--- config.mk ---
export PLATFORM = sky130hd
export DESIGN_NAME = adc_stream_framer
export DESIGN_NICKNAME = d
export VERILOG_FILES = /design/src/rtl/adc_stream_framer_pkg.sv /design/src/rtl/adc_stream_framer_sync_fifo.sv /design/src/rtl/adc_stream_framer.sv
export SDC_FILE = /design/constraint.sdc
export NUM_CORES = 1
export LEC_CHECK = 0
export CAP_MARGIN = 20
export CORE_MARGIN = 10
export CORE_UTILIZATION = 61
export DETAILED_ROUTE_END_ITERATION = 10
export GPL_TIMING_DRIVEN = 0
export PLACE_DENSITY = 0.8
export SYNTH_ARGS = -nofsm -noshare
export SYNTH_HDL_FRONTEND = slang
export SYNTH_SLANG_ARGS = --single-unit
--- constraint.sdc ---
create_clock -name clk -period 7.26 [get_ports clk]
set_input_delay 1.452 -clock clk [delete_from_list [all_inputs] [get_ports clk]]
set_output_delay 1.452 -clock clk [all_outputs]
set_load 0.005 [all_outputs]
--- src/rtl/adc_stream_framer_pkg.sv ---
// Shared types and helpers for the ADC sample framer: FSM state encoding,
// bytes-per-sample sizing and the default frame marker.
package adc_stream_pkg;

  typedef enum logic [1:0] {
    IDLE = 2'd0,
    LOAD = 2'd1,
    SEND = 2'd2,
    WAIT = 2'd3
  } state_e;

  localparam logic [7:0] DEF_SYNC = 8'hA5;

  function automatic int bytes_per_sample(input int w);
    return (w + 7) / 8;
  endfunction

endpackage

--- src/rtl/adc_stream_framer_sync_fifo.sv ---
// Synchronous FIFO with registered read data (valid the cycle after rd_en_i).
// Pointers carry one extra MSB so full and empty can be told apart.
module sync_fifo #(
  parameter int WIDTH = 8,
  parameter int DEPTH = 16,
  localparam int AW = $clog2(DEPTH)
) (
  input  logic             clk,
  input  logic             rst,
  input  logic             wr_en_i,
  input  logic [WIDTH-1:0] wdata_i,
  input  logic             rd_en_i,
  output logic [WIDTH-1:0] rdata_o,
  output logic             full_o,
  output logic             empty_o,
  output logic [AW:0]      level_o
);

  logic [WIDTH-1:0] mem_q [DEPTH];
  logic [AW:0]      wr_ptr_q;
  logic [AW:0]      rd_ptr_q;
  logic [WIDTH-1:0] rdata_q;
  logic             do_wr;
  logic             do_rd;

  assign empty_o = (wr_ptr_q == rd_ptr_q);
  assign full_o  = (wr_ptr_q[AW] != rd_ptr_q[AW]) &&
                   (wr_ptr_q[AW-1:0] == rd_ptr_q[AW-1:0]);
  assign level_o = wr_ptr_q - rd_ptr_q;
  assign rdata_o = rdata_q;

  assign do_rd = rd_en_i && !empty_o;
  // A push into a full FIFO is still taken when a pop frees a slot this cycle.
  assign do_wr = wr_en_i && (!full_o || do_rd);

  always_ff @(posedge clk) begin
    if (do_wr) begin
      mem_q[wr_ptr_q[AW-1:0]] <= wdata_i;
    end
  end

  always_ff @(posedge clk) begin
    if (rst) begin
      wr_ptr_q <= '0;
      rd_ptr_q <= '0;
      rdata_q  <= '0;
    end else begin
      if (do_wr) begin
        wr_ptr_q <= wr_ptr_q + 1'b1;
      end
      if (do_rd) begin
        rd_ptr_q <= rd_ptr_q + 1'b1;
        rdata_q  <= mem_q[rd_ptr_q[AW-1:0]];
      end
    end
  end

endmodule

--- src/rtl/adc_stream_framer.sv ---
// Buffers tagged ADC samples and serialises each one to a byte UART, either
// as raw data bytes or as a SYNC/CH/DATA/XOR-checksum frame.
module adc_stream_framer
  import adc_stream_pkg::*;
#(
  parameter int         DATA_W     = 12,
  parameter int         NUM_CH     = 8,
  parameter int         FIFO_DEPTH = 16,
  parameter logic [7:0] SYNC_BYTE  = DEF_SYNC,
  localparam int        CH_W       = $clog2(NUM_CH),
  localparam int        LW         = $clog2(FIFO_DEPTH) + 1
) (
  input  logic              clk,
  input  logic              rst,
  input  logic              s_strobe,
  input  logic [DATA_W-1:0] s_data,
  input  logic [CH_W-1:0]   s_ch,
  input  logic              frame_mode,
  output logic              uart_en_send,
  output logic [7:0]        uart_data,
  input  logic              uart_tx_done,
  output logic [LW-1:0]     fifo_level,
  output logic [7:0]        overflow_cnt,
  output logic              busy,
  output state_e            dbg_state_o
);

  localparam int NB = bytes_per_sample(DATA_W);
  localparam int EW = CH_W + DATA_W;

  // UART handshake: uart_en_send is a one-cycle pulse with uart_data valid in
  // that same cycle; the UART answers with a one-cycle uart_tx_done pulse, and
  // only one byte is ever outstanding, so tx_done is only honoured in WAIT.

  state_e          state_q, state_d;
  logic [2:0]      idx_q, idx_d;
  logic            mode_q;
  logic [NB*8-1:0] data_q;
  logic [7:0]      chb_q;
  logic [7:0]      cs_q;
  logic [7:0]      ovf_q;

  logic            pop;
  logic            fifo_full;
  logic            fifo_empty;
  logic [EW-1:0]   fifo_rdata;
  logic [NB*8-1:0] ld_ext;
  logic [7:0]      ld_chb;
  logic [7:0]      ld_cs;
  logic [2:0]      last_idx;
  logic [7:0]      tx_byte;

  sync_fifo #(
    .WIDTH (EW),
    .DEPTH (FIFO_DEPTH)
  ) u_fifo (
    .clk     (clk),
    .rst     (rst),
    .wr_en_i (s_strobe),
    .wdata_i ({s_ch, s_data}),
    .rd_en_i (pop),
    .rdata_o (fifo_rdata),
    .full_o  (fifo_full),
    .empty_o (fifo_empty),
    .level_o (fifo_level)
  );

  always_comb begin
    ld_ext             = '0;
    ld_ext[DATA_W-1:0] = fifo_rdata[DATA_W-1:0];
    ld_chb             = 8'(fifo_rdata[DATA_W +: CH_W]);
    ld_cs              = ld_chb;
    for (int k = 0; k < NB; k++) begin
      ld_cs = ld_cs ^ ld_ext[k*8 +: 8];
    end
  end

  assign last_idx = mode_q ? 3'(NB + 2) : 3'(NB - 1);

  // Framed order is SYNC, CHB, data MSB byte first, checksum; raw is data only.
  always_comb begin
    tx_byte = 8'h00;
    if (mode_q) begin
      if (idx_q == 3'd0) begin
        tx_byte = SYNC_BYTE;
      end else if (idx_q == 3'd1) begin
        tx_byte = chb_q;
      end else if (idx_q == last_idx) begin
        tx_byte = cs_q;
      end else begin
        for (int k = 0; k < NB; k++) begin
          if (idx_q == 3'(NB + 1 - k)) tx_byte = data_q[k*8 +: 8];
        end
      end
    end else begin
      for (int k = 0; k < NB; k++) begin
        if (idx_q == 3'(NB - 1 - k)) tx_byte = data_q[k*8 +: 8];
      end
    end
  end

  always_comb begin
    state_d      = state_q;
    idx_d        = idx_q;
    pop          = 1'b0;
    uart_en_send = 1'b0;
    case (state_q)
      IDLE: begin
        if (!fifo_empty) begin
          pop     = 1'b1;
          state_d = LOAD;
        end
      end
      LOAD: begin
        idx_d   = 3'd0;
        state_d = SEND;
      end
      SEND: begin
        uart_en_send = 1'b1;
        state_d      = WAIT;
      end
      WAIT: begin
        if (uart_tx_done) begin
          if (idx_q == last_idx) begin
            state_d = IDLE;
          end else begin
            idx_d   = idx_q + 3'd1;
            state_d = SEND;
          end
        end
      end
      default: state_d = IDLE;
    endcase
  end

  always_ff @(posedge clk) begin
    if (rst) begin
      state_q <= IDLE;
      idx_q   <= 3'd0;
      mode_q  <= 1'b0;
      data_q  <= '0;
      chb_q   <= 8'h00;
      cs_q    <= 8'h00;
      ovf_q   <= 8'h00;
    end else begin
      state_q <= state_d;
      idx_q   <= idx_d;
      // Mode is sampled once per sample so mid-frame toggles cannot tear a frame.
      if (state_q == LOAD) begin
        mode_q <= frame_mode;
        data_q <= ld_ext;
        chb_q  <= ld_chb;
        cs_q   <= ld_cs;
      end
      if (s_strobe && fifo_full && !pop && (ovf_q != 8'hFF)) begin
        ovf_q <= ovf_q + 8'd1;
      end
    end
  end

  assign uart_data    = (state_q == SEND) ? tx_byte : 8'h00;
  assign overflow_cnt = ovf_q;
  assign busy         = (state_q != IDLE);
  assign dbg_state_o  = state_q;

endmodule

==> run_results.csv, run 1 <==
group,metric,value,unit
worst_setup_path,ff2ff_path_depth,9,
placement,dp_hpwl,18600,um
timing,setup_violations,0,
clock_network,numClockSinks,298,
worst_hold_path,hold_class,"reg2reg",
logic_synthesis,ys_ff_latch,298,
routing,ant_nets,0,
timing,totalNegativeSetupSlack,0,ns
clock_network,post_cts_resized,0,
worst_setup_path,cp-start-kind,"flip-flop",
final_layout,drive_gt1_frac,0.155,
die,dieHeight,161,um
logic_synthesis,synth-compound-area-share,0.0775,
timing,finalHoldViolCount,0,
placement,portBuffers,44,
routing,viasPerCell,6.36,
timing,setup_slack,2.48,ns
timing,whs,0.455,ns
clock_network,ctsHoldBuffers,0,
routing,drt_pass1_iterations,5,
routing,dr_wl_met3,2310,um
placement,gp_congestion,0.935,
logic_synthesis,synth-edff-count,240,
clock_network,cts_tree,"yes",
logic_synthesis,async_flop_share,0,
logic_synthesis,ys_top_cells_by_area,"edfxtp_1, dfxtp_1, mux4_2",
logic_synthesis,syn-num-nets,818,
placement,dp_slack,3.09,ns
timing,rsz0062_at_grt,"no",
timing,timing.final.crit_share,0.659,
clock_network,htreeDepth,1,
logic_synthesis,ys_warn_count,0,
clock_network,cts_buffers,28,
power_and_ir_drop,power_density,314,nW/um^2
clock_network,cts_setup_buffers,0,
logic_synthesis,synth_cell_types,59,
die,core_area,19500,um^2
worst_hold_path,hold-path-cell-count,2,
clock_network,clk_pin_slew,0.06,ns
routing,top_layer,"met4",
worst_setup_path,cp_max_fo,10,
final_layout,area_growth_syn_to_layout,15.6,%
die,dieArea,25900,um^2
die,initial_core_util,0.622,
routing,drt-total-wl,28300,um
logic_synthesis,synth_fa_ha_area_frac,0.0172,
logic_synthesis,synth_top_family_by_area,"multiplexers",
final_layout,n_antenna_cell,0,
logic_synthesis,syn_area,12100,um^2
clock_network,cts-root-buf,"clkbuf_16",
logic_synthesis,synthCells,782,
die,die_w,161,um
logic_synthesis,netlist.area_leader.share,0.596,
placement,postPlaceCellArea,13100,um^2
routing,vias,7347,
routing,dr_wl_met2,14200,um
power_and_ir_drop,switchingPower,1230,uW
grt,grt_overflow_total,0,
final_layout,fin_area,14000,um^2
power_and_ir_drop,comb_power_share,0.221,
logic_synthesis,synth.area.mux_share,0.116,
grt,grt_pass1_vias,7581,
logic_synthesis,synth_common_cells,"edfxtp_1, nand2_1, dfxtp_1",
logic_synthesis,synthSimpleGateAreaFrac,0.0639,
routing,drcViolationCount,0,
routing,drtIter0Drc,673,
worst_setup_path,critPathKind,"reg2out",
power_and_ir_drop,switching_share,0.280,
timing,max_slew_margin,0.345,
power_and_ir_drop,internal-power,3160,uW
timing,tightest_slew,0.982,ns
job,drv_cap,0,
grt,grt_max_degree,17,
logic_synthesis,synth.avg_cell_area,15.5,um^2
status,outcome,"complete, no violations",
logic_synthesis,yosysSeqAreaShare,0.692,
logic_synthesis,synth-xor-area-share,0.0137,
logic_synthesis,yosys.area.top_type,"edfxtp_1",
clock_network,clockBufferDepth,3,
worst_setup_path,required,5.81,ns
routing,wl_per_cell,24.5,um
timing,fmax,0.209,GHz
grt,grt_pass1_wl,44100,um
final_layout,layout.nets,906,
routing,wl_met1,10800,um
power_and_ir_drop,peakVddDrop,0.000224,V
worst_setup_path,end_kind,"output pin",
grt,antenna_found_initial,0,
logic_synthesis,synth_ff_type,"edfxtp_1",
clock_network,clock_latency,0.54,ns
logic_synthesis,synth.most_common_cell,"edfxtp_1",
die,io_pins,45,
timing,post-route-min-period,4.78,ns
power_and_ir_drop,leakage,0.00445,uW
worst_setup_path,arrival,3.33,ns
power_and_ir_drop,seqPwrFrac,0.457,
timing,drv_slew,0,
timing,clock_skew,0.00907,ns
grt,gr-usage-all-layers,0.218,
die,row_count,51,
power_and_ir_drop,pwr-share-clk,0.323,
-- flip-flops by register name, summed over array words and instances, names as in the netlist --
name / cells
u_fifo.rdata_o: 15
data_q: 9
chb_q: 3
u_fifo.wr_ptr_q: 5
idx_q: 3
mode_q: 1
u_fifo.mem_q: 240
u_fifo.rd_ptr_q: 5
dbg_state_o: 2
cs_q: 7
overflow_cnt: 8
-- critical path, stage by stage, from the launching register on --
cell and delay, ns:
dfxtp_1 0.31, buf_2 0.24, buf_1 0.58, inv_1 0.21, ha_1 0.42, a21o_1 0.21, a21oi_1 0.18, xnor2_1 0.13
clkdlybuf4s50_1 0.52
-- layer usage --
metal  up-vias  track usage
met5         -            0
met3        70       0.0371
met1      3675        0.273
li1       3237            -
met4         0       0.0931
met2       365        0.368
-- stage by stage --
stage,total power (uW),util,std cells
finish,4390,0.719,1156
global route,4550,0.719,1156
CTS,4400,0.719,1156
detailed placement,2980,0.673,1105
global placement,2940,0.661,1091
floorplan,2650,-,782
-- power by group through the flow --
stage,Clock [uW],Combinational [uW],Sequential [uW]
after floorplan,0,646,2010
after global placement,0,907,2030
after detailed placement,0,946,2040
after CTS,1430,966,2000
after global routing,1500,1040,2010
final,1420,968,2000
-- kinds of logic (layout without fill, tap and decap cells) --
group	count (synthesis)	count (layout)
DFF	298	298
and+or+nand+nor	155	155
xor gates and xnor gates	18	18
buffers and inverters	61	170
AOI/OAI and AO/OA	152	152
adders and majority gates	16	16
muxes	82	82
-- cell type report --
cell class / instances / area (um^2)
Fill cell: 1188 / 5480
Timing Repair Buffer: 58 / 621
Tap cell: 265 / 332
Buffer: 42 / 176
Sequential cell: 298 / 8370
Inverter: 19 / 71.3
Multi-Input combinational cell: 423 / 3530
Clock buffer: 37 / 766
Clock inverter: 14 / 121
-- layout by cell type (no fill, tap or decap), drive strengths merged, types with 4 or more instances in the layout --
master / n
a31oi: 17
xor2: 4
nand3: 11
a21oi: 54
a21o: 4
ha: 15
o22ai: 14
dfxtp: 58
mux4: 46
edfxtp: 240
nor2: 31
o21ai: 26
clkinv: 11
xnor2: 14
mux2i: 33
a22oi: 18
clkdlybuf4s50: 44
nand3b: 8
nand4: 5
buf: 32
clkbuf: 61
nor3: 7
nand2b: 5
nand2: 59
nor2b: 7
inv: 19
-- final timing paths --
path                         end                from  slack [ns]
max                fifo_level[4]  u_fifo.rd_ptr_q[2]        2.48
min                      cs_q[4]             cs_q[4]        0.46
max reg2reg  u_fifo.mem_q[0][10]  u_fifo.rd_ptr_q[2]        3.48
min reg2reg              cs_q[4]             cs_q[4]        0.46
Note: power is estimated with default switching activity, not from simulation.
==> run 2: changes to the inputs <==
--- a/config.mk
+++ b/config.mk
@@ -7,10 +7,10 @@
 export LEC_CHECK = 0
 export CAP_MARGIN = 20
 export CORE_MARGIN = 10
-export CORE_UTILIZATION = 61
+export CORE_UTILIZATION = 55
 export DETAILED_ROUTE_END_ITERATION = 10
 export GPL_TIMING_DRIVEN = 0
-export PLACE_DENSITY = 0.8
+export PLACE_DENSITY = 0.76
 export SYNTH_ARGS = -nofsm -noshare
 export SYNTH_HDL_FRONTEND = slang
 export SYNTH_SLANG_ARGS = --single-unit
==> constraint.sdc (replaced) <==
create_clock -name clk -period 4.1 [get_ports clk]
set_input_delay 0.82 -clock clk [delete_from_list [all_inputs] [get_ports clk]]
set_output_delay 0.82 -clock clk [all_outputs]
set_load 0.005 [all_outputs]
==> run_results.csv, run 2 (same netlist as run 1, synthesis figures left out) <==
group,metric,value,unit
worst_setup_path,arrival,3.02,ns
timing,max_slew_margin,0.308,
placement,gp_congestion,0.871,
placement,dp_hpwl,18000,um
worst_setup_path,end_kind,"output pin",
worst_setup_path,required,3.28,ns
final_layout,nFillCells,1519,
clock_network,cts_buffers,29,
timing,tightest_slew,1.04,ns
timing,drv_slew,0,
clock_network,clock_latency,0.56,ns
final_layout,drive_gt1_frac,0.156,
final_layout,n_antenna_cell,0,
placement,postPlaceCellArea,13000,um^2
final_layout,fin_area,14000,um^2
grt,grt_pass1_wl,40900,um
status,outcome,"complete, no violations",
placement,portBuffers,44,
routing,drcViolationCount,0,
clock_network,clk_pin_slew,0.06,ns
die,dieArea,28300,um^2
worst_setup_path,critPathKind,"reg2out",
placement,dp_cells,1117,
routing,ant_nets,0,
job,drv_cap,0,
clock_network,cts_tree,"yes",
clock_network,ctsHoldBuffers,0,
timing,clock_skew,0.0140,ns
die,initial_core_util,0.556,
routing,viasPerCell,6.12,
final_layout,final_cells,1170,
power_and_ir_drop,power_density,558,nW/um^2
worst_setup_path,cp_max_fo,9,
timing,post-route-min-period,3.84,ns
grt,antenna_found_initial,0,
routing,drt-total-wl,26700,um
routing,drt_pass1_iterations,6,
final_layout,largest_register_ffs,240,
final_layout,layout.nets,903,
die,dieHeight,168,um
routing,drtIter0Drc,709,
grt,grt_overflow_total,0,
routing,wl_per_cell,22.8,um
routing,vias,7165,
clock_network,clockBufferDepth,3,
grt,grt_max_degree,19,
die,core_area,21800,um^2
worst_hold_path,hold-path-cell-count,2,
timing,rsz0062_at_grt,"no",
timing,totalNegativeSetupSlack,0,ns
grt,gr-usage-all-layers,0.183,
die,die_w,168,um
final_layout,regArea,8370,um^2
clock_network,cts-root-buf,"clkbuf_16",
worst_setup_path,ff2ff_path_depth,8,
final_layout,multi_input_area,3530,um^2
timing,finalHoldViolCount,0,
final_layout,area_growth_syn_to_layout,15.8,%
clock_network,htreeDepth,1,
worst_setup_path,cp-start-kind,"flip-flop",
power_and_ir_drop,peakVddDrop,0.000434,V
grt,grt_pass1_vias,6986,
timing,setup_violations,0,
final_layout,final_common_cell,"edfxtp_1",
power_and_ir_drop,leakage,0.00446,uW
die,row_count,54,
die,io_pins,45,
worst_hold_path,hold_class,"reg2reg",
final_layout,final_cell_mix,"edfxtp_1, nand2_1, dfxtp_1",
clock_network,numClockSinks,298,
timing,timing.final.crit_share,0.935,
timing,fmax,0.261,GHz
run 2: changes by cell type in the layout (fill, tap and decap cells not counted), moves of 2 or more:
cell and delta:
clkinv_1 -2, buf_4 +2, buf_8 -7, buf_6 +2, clkbuf_8 +5, nor2_2 -2
nor2_1 +2
run 2: power breakdown:
part           internal, uW  total [uW]  switching [uW]  leakage [uW]
sequential             3420        3550             129       0.00264
clock                  1540        2640            1100      0.000474
combinational           738        1630             888       0.00134
run 2: path summary, 6_finish.rpt:
| kind | slack (ns) | from | end |
|---|---|---|---|
| worst max-delay path | 0.26 | idx_q[1] | uart_data[6] |
| worst min-delay path | 0.45 | cs_q[2] | cs_q[2] |
| worst max register to register | 0.88 | u_fifo.rd_ptr_q[2] | u_fifo.mem_q[0][3] |
| worst min register to register | 0.45 | cs_q[2] | cs_q[2] |
run 2: critical path, stage by stage (launching register included):
cell and delay, ns:
dfxtp_1 0.45, inv_1 0.15, ha_1 0.21, clkbuf_1 0.21, or2_2 0.34, a21oi_2 0.23, a22oi_1 0.14, nor3b_1 0.21
clkdlybuf4s50_1 0.54
run 2: per-stage QoR:
stage	hold slack, ns	total power [uW]	worst slack, ns	util
floorplan	0.429	4700	0.822	-
global placement	0.444	5180	-0.648	0.592
detailed placement	0.444	5220	0.457	0.600
CTS	0.452	7840	0.202	0.644
global route	0.474	8120	0.0661	0.644
finish	0.452	7820	0.265	0.644
run 2: timing repair:
action | 4_1_cts | 5_1_grt
setup buffers | 0 | 0
gates resized for setup | 0 | 1
cloned | 0 | 0
endpoints found under the setup margin | 1 | 1
run 2: cell type report:
class,instances,share of cell area
clock inverter,12,0.00920
inverter,19,0.00509
sequential,298,0.597
tap,280,0.0250
timing repair buffer,55,0.0395
multi-input combinational,423,0.252
clock buffer,42,0.0596
buffer,41,0.0123
run 2: metal layers:
layer	wire length (um)	track usage	vias up	part of all wire
li1	-	-	3238	-
met1	10600	0.237	3537	0.40
met2	13300	0.313	328	0.50
met3	2130	0.0335	62	0.080
met4	637	0.0473	0	0.024
met5	0	0	-	0
==> edit: new RTL, flow settings as in run 2 <==
Change the parameter `DATA_W` from 12 to 18.
--- a/src/rtl/adc_stream_framer.sv
+++ b/src/rtl/adc_stream_framer.sv
@@ -3,7 +3,7 @@
 module adc_stream_framer
   import adc_stream_pkg::*;
 #(
-  parameter int         DATA_W     = 12,
+  parameter int         DATA_W     = 18,
   parameter int         NUM_CH     = 8,
   parameter int         FIFO_DEPTH = 16,
   parameter logic [7:0] SYNC_BYTE  = DEF_SYNC,
Ports: changed (resized s_data); port bits go from 45 to 51. The function was not compared with the original's and may differ.
==> edit against run 2 <==
Cell count increased by 34%; clock skew is 0.0016 ns higher; area after synthesis increased by 37%; sequential cell count grew 112; largest power group unchanged; design area grew 36%; synthesized cell count up 34%; routed wire length increased by 46%; power up 39%; largest cell class unchanged; via count grew 36%; setup slack got worse by 0.057 ns; highest routed layer is now met5; critical endpoint is now uart_data[7]; critical path type unchanged.
==> edit: results (changes against run 2) <==
Root Driver=clkbuf_16 (unchanged); routability cong.=0.8829 (was 0.8709); Slowest cell on crit path=clkdlybuf4s50_1 (unchanged); syn nets=1,091 (was 818); synth top area cells=edfxtp_1 (61%), dfxtp_1 (9.0%), mux4_2 (8.7%) (was edfxtp_1 (60%), dfxtp_1 (9.6%), mux4_2 (8.6%)); max reg flops=336 (was 240); clk_lat worst skew=0.54 ns (was 0.56 ns); Syn Inst Count=1,049 (was 782); post-synthesis sequential area ratio=0.6995 (was 0.6916); Inserted Diodes=0 (unchanged); worst r2r path cells=8 (unchanged); largest net degree at the start of global routing=22 (was 19); top_reg_cell synth=edfxtp_1 (unchanged); Placed Cells=1,501 (was 1,117); Top Family by Delay on Critical Path=buffers and inverters (unchanged); first-pass GRT wire length=59,710 um (was 40,880 um); initial antenna violation count=2 (was 0); post-DP HPWL=25,150 um (was 18,050 um); Worst slew margin=0.3342 (was 0.3082); arrival time at the worst endpoint=3.07 ns (was 3.02 ns); critical path peak fanout=10 (was 9); total track usage=0.2029 (was 0.1833); worst setup path start=idx_q[2]$_SDFFE_PP0P_ (was idx_q[1]$_SDFFE_PP0P_); FF-to-FF setup slack=0.77 ns (was 0.88 ns); Non-Filler Instances=1,573 (was 1,170); Post-synth EDFFs=336 (was 240); # Post-CTS Setup Buffers=0 (unchanged); nets=1,194 (was 903); cts bufs inserted=40 (was 29); clock skew=0.01563 ns (was 0.01399 ns); switching part of the total=0.2823 (was 0.2705); Critical Path Sink=uart_data[7] (was uart_data[6]); # H-tree levels=2 (was 1); clk buf depth=3 (unchanged); final WL=38,800 um (was 26,670 um); minimum clock period=3.892 ns (was 3.835 ns); number of fillers in the final layout=2,100 (was 1,519); Post-synth ARST share=0 (unchanged); worst hold-check path type=reg2reg (unchanged); DRT iter0 DRCs=889 (was 709); Lkg Pwr=5.953 nW (was 4.459 nW); Clock power frac=0.330 (was 0.338); drt first pass iters=5 (was 6); Hold WS=0.4617 ns (was 0.4515 ns); synth cell count leaders=edfxtp_1 (336), nand2_1 (81), dfxtp_1 (74) (was edfxtp_1 (240), nand2_1 (59), dfxtp_1 (58)); status=finished clean (unchanged); vias in the first global route=9,928 (was 6,986); Post-Place Worst Slack=0.3029 ns (was 0.4573 ns); ratio of cells with drive above 1 in the final layout=0.1665 (was 0.1562); Ys Warns=0 (unchanged); launch point of the worst reg-to-reg path=u_fifo.rd_ptr_q[2]$_SDFFE_PP0P_ (unchanged); largest stage delay on the critical path=0.56 ns (was 0.54 ns); Reg clk slew, reported paths=0.06 ns (about the same); IO buf count=50 (was 44); routed via count=9,773 (was 7,165); FF-to-FF End=u_fifo.mem_q[1][18]$_DFFE_PP_ (was u_fifo.mem_q[0][3]$_DFFE_PP_); Peak VDD IR=424.5 uV (was 434.3 uV); combinational power=0.00233 W (was 0.00163 W); Distinct cells, synth=67 (was 59)
## edit: cell count changes in the layout (fill, tap and decap cells not counted), moves of 9 or more
cell / run 2 / this run
clkbuf_1: 31 / 41
mux2i_1: 33 / 42
mux4_2: 46 / 64
edfxtp_1: 240 / 336
dfxtp_1: 58 / 73
a211oi_1: 1 / 14
clkbuf_16: 29 / 40
a31oi_1: 16 / 2
nor2_1: 23 / 49
nand2_1: 59 / 81
buf_2: 12 / 21
a311oi_1: 1 / 22
a21oi_1: 52 / 68
## edit: how the worst min path moves through the flow
stage,startpoint,end,cells past startpoint
final,chb_q[2]$_SDFFE_PP0N_,chb_q[2]$_SDFFE_PP0N_,2
after global placement,data_q[16]$_SDFFE_PP0N_,data_q[16]$_SDFFE_PP0N_,2
after global routing,data_q[16]$_SDFFE_PP0N_,data_q[16]$_SDFFE_PP0N_,2
after floorplan,cs_q[2]$_SDFFE_PP0N_,cs_q[2]$_SDFFE_PP0N_,2
after detailed placement,chb_q[2]$_SDFFE_PP0N_,chb_q[2]$_SDFFE_PP0N_,2
after CTS,chb_q[2]$_SDFFE_PP0N_,chb_q[2]$_SDFFE_PP0N_,2
## edit: metrics by stage
step | area (um2) | total power (W)
finish | 19090 | 0.01088
floorplan | 16540 | 0.006552
global placement | 17530 | 0.007286
detailed placement | 17800 | 0.007357
CTS | 19080 | 0.01092
global route | 19090 | 0.01130
## edit: final cells by class
cell class / instances / area (um2) / area share
Clock inverter: 18 / 210.2 / 0.01101
Clock buffer: 55 / 1077 / 0.05642
Sequential cell: 410 / 11570 / 0.6061
Timing Repair Buffer: 62 / 664.4 / 0.03479
Inverter: 23 / 86.33 / 0.004521
Multi-Input combinational cell: 553 / 4684 / 0.2453
Buffer: 62 / 311.5 / 0.01632
Tap cell: 390 / 488.0 / 0.02556
## edit: tightest hold or removal path: cells and delay by family (launching register included)
| family | cells | cell delay, ns |
|---|---|---|
| flops | 1 | 0.31 |
| simple gates | 1 | 0.05 |
| compound gates | 1 | 0.05 |
## edit: cells by family after synthesis
family | count (synthesis) | synth area share
adder cells (fa/ha/maj) | 16 | 0.01256
XOR/XNOR | 24 | 0.01271
multiplexers | 108 | 0.1139
AND/OR/NAND/NOR | 206 | 0.05794
buffers and inverters | 86 | 0.02383
AO/OA/AOI/OAI | 199 | 0.07957
flip-flops | 410 | 0.6995
## edit: timing repair
item / CTS / global route
setup endpoints to repair: 2 / 8
hold buffers: 0 / 0
gates resized for setup: 0 / 13
## edit: routing by layer
metal / up-vias / track usage / wire [um]
met4: 2 / 0.07325 / 1321
met3: 89 / 0.04391 / 3133
met5: - / 0 / 18
met1: 4898 / 0.2640 / 15660
li1: 4321 / - / -
met2: 463 / 0.3298 / 18670
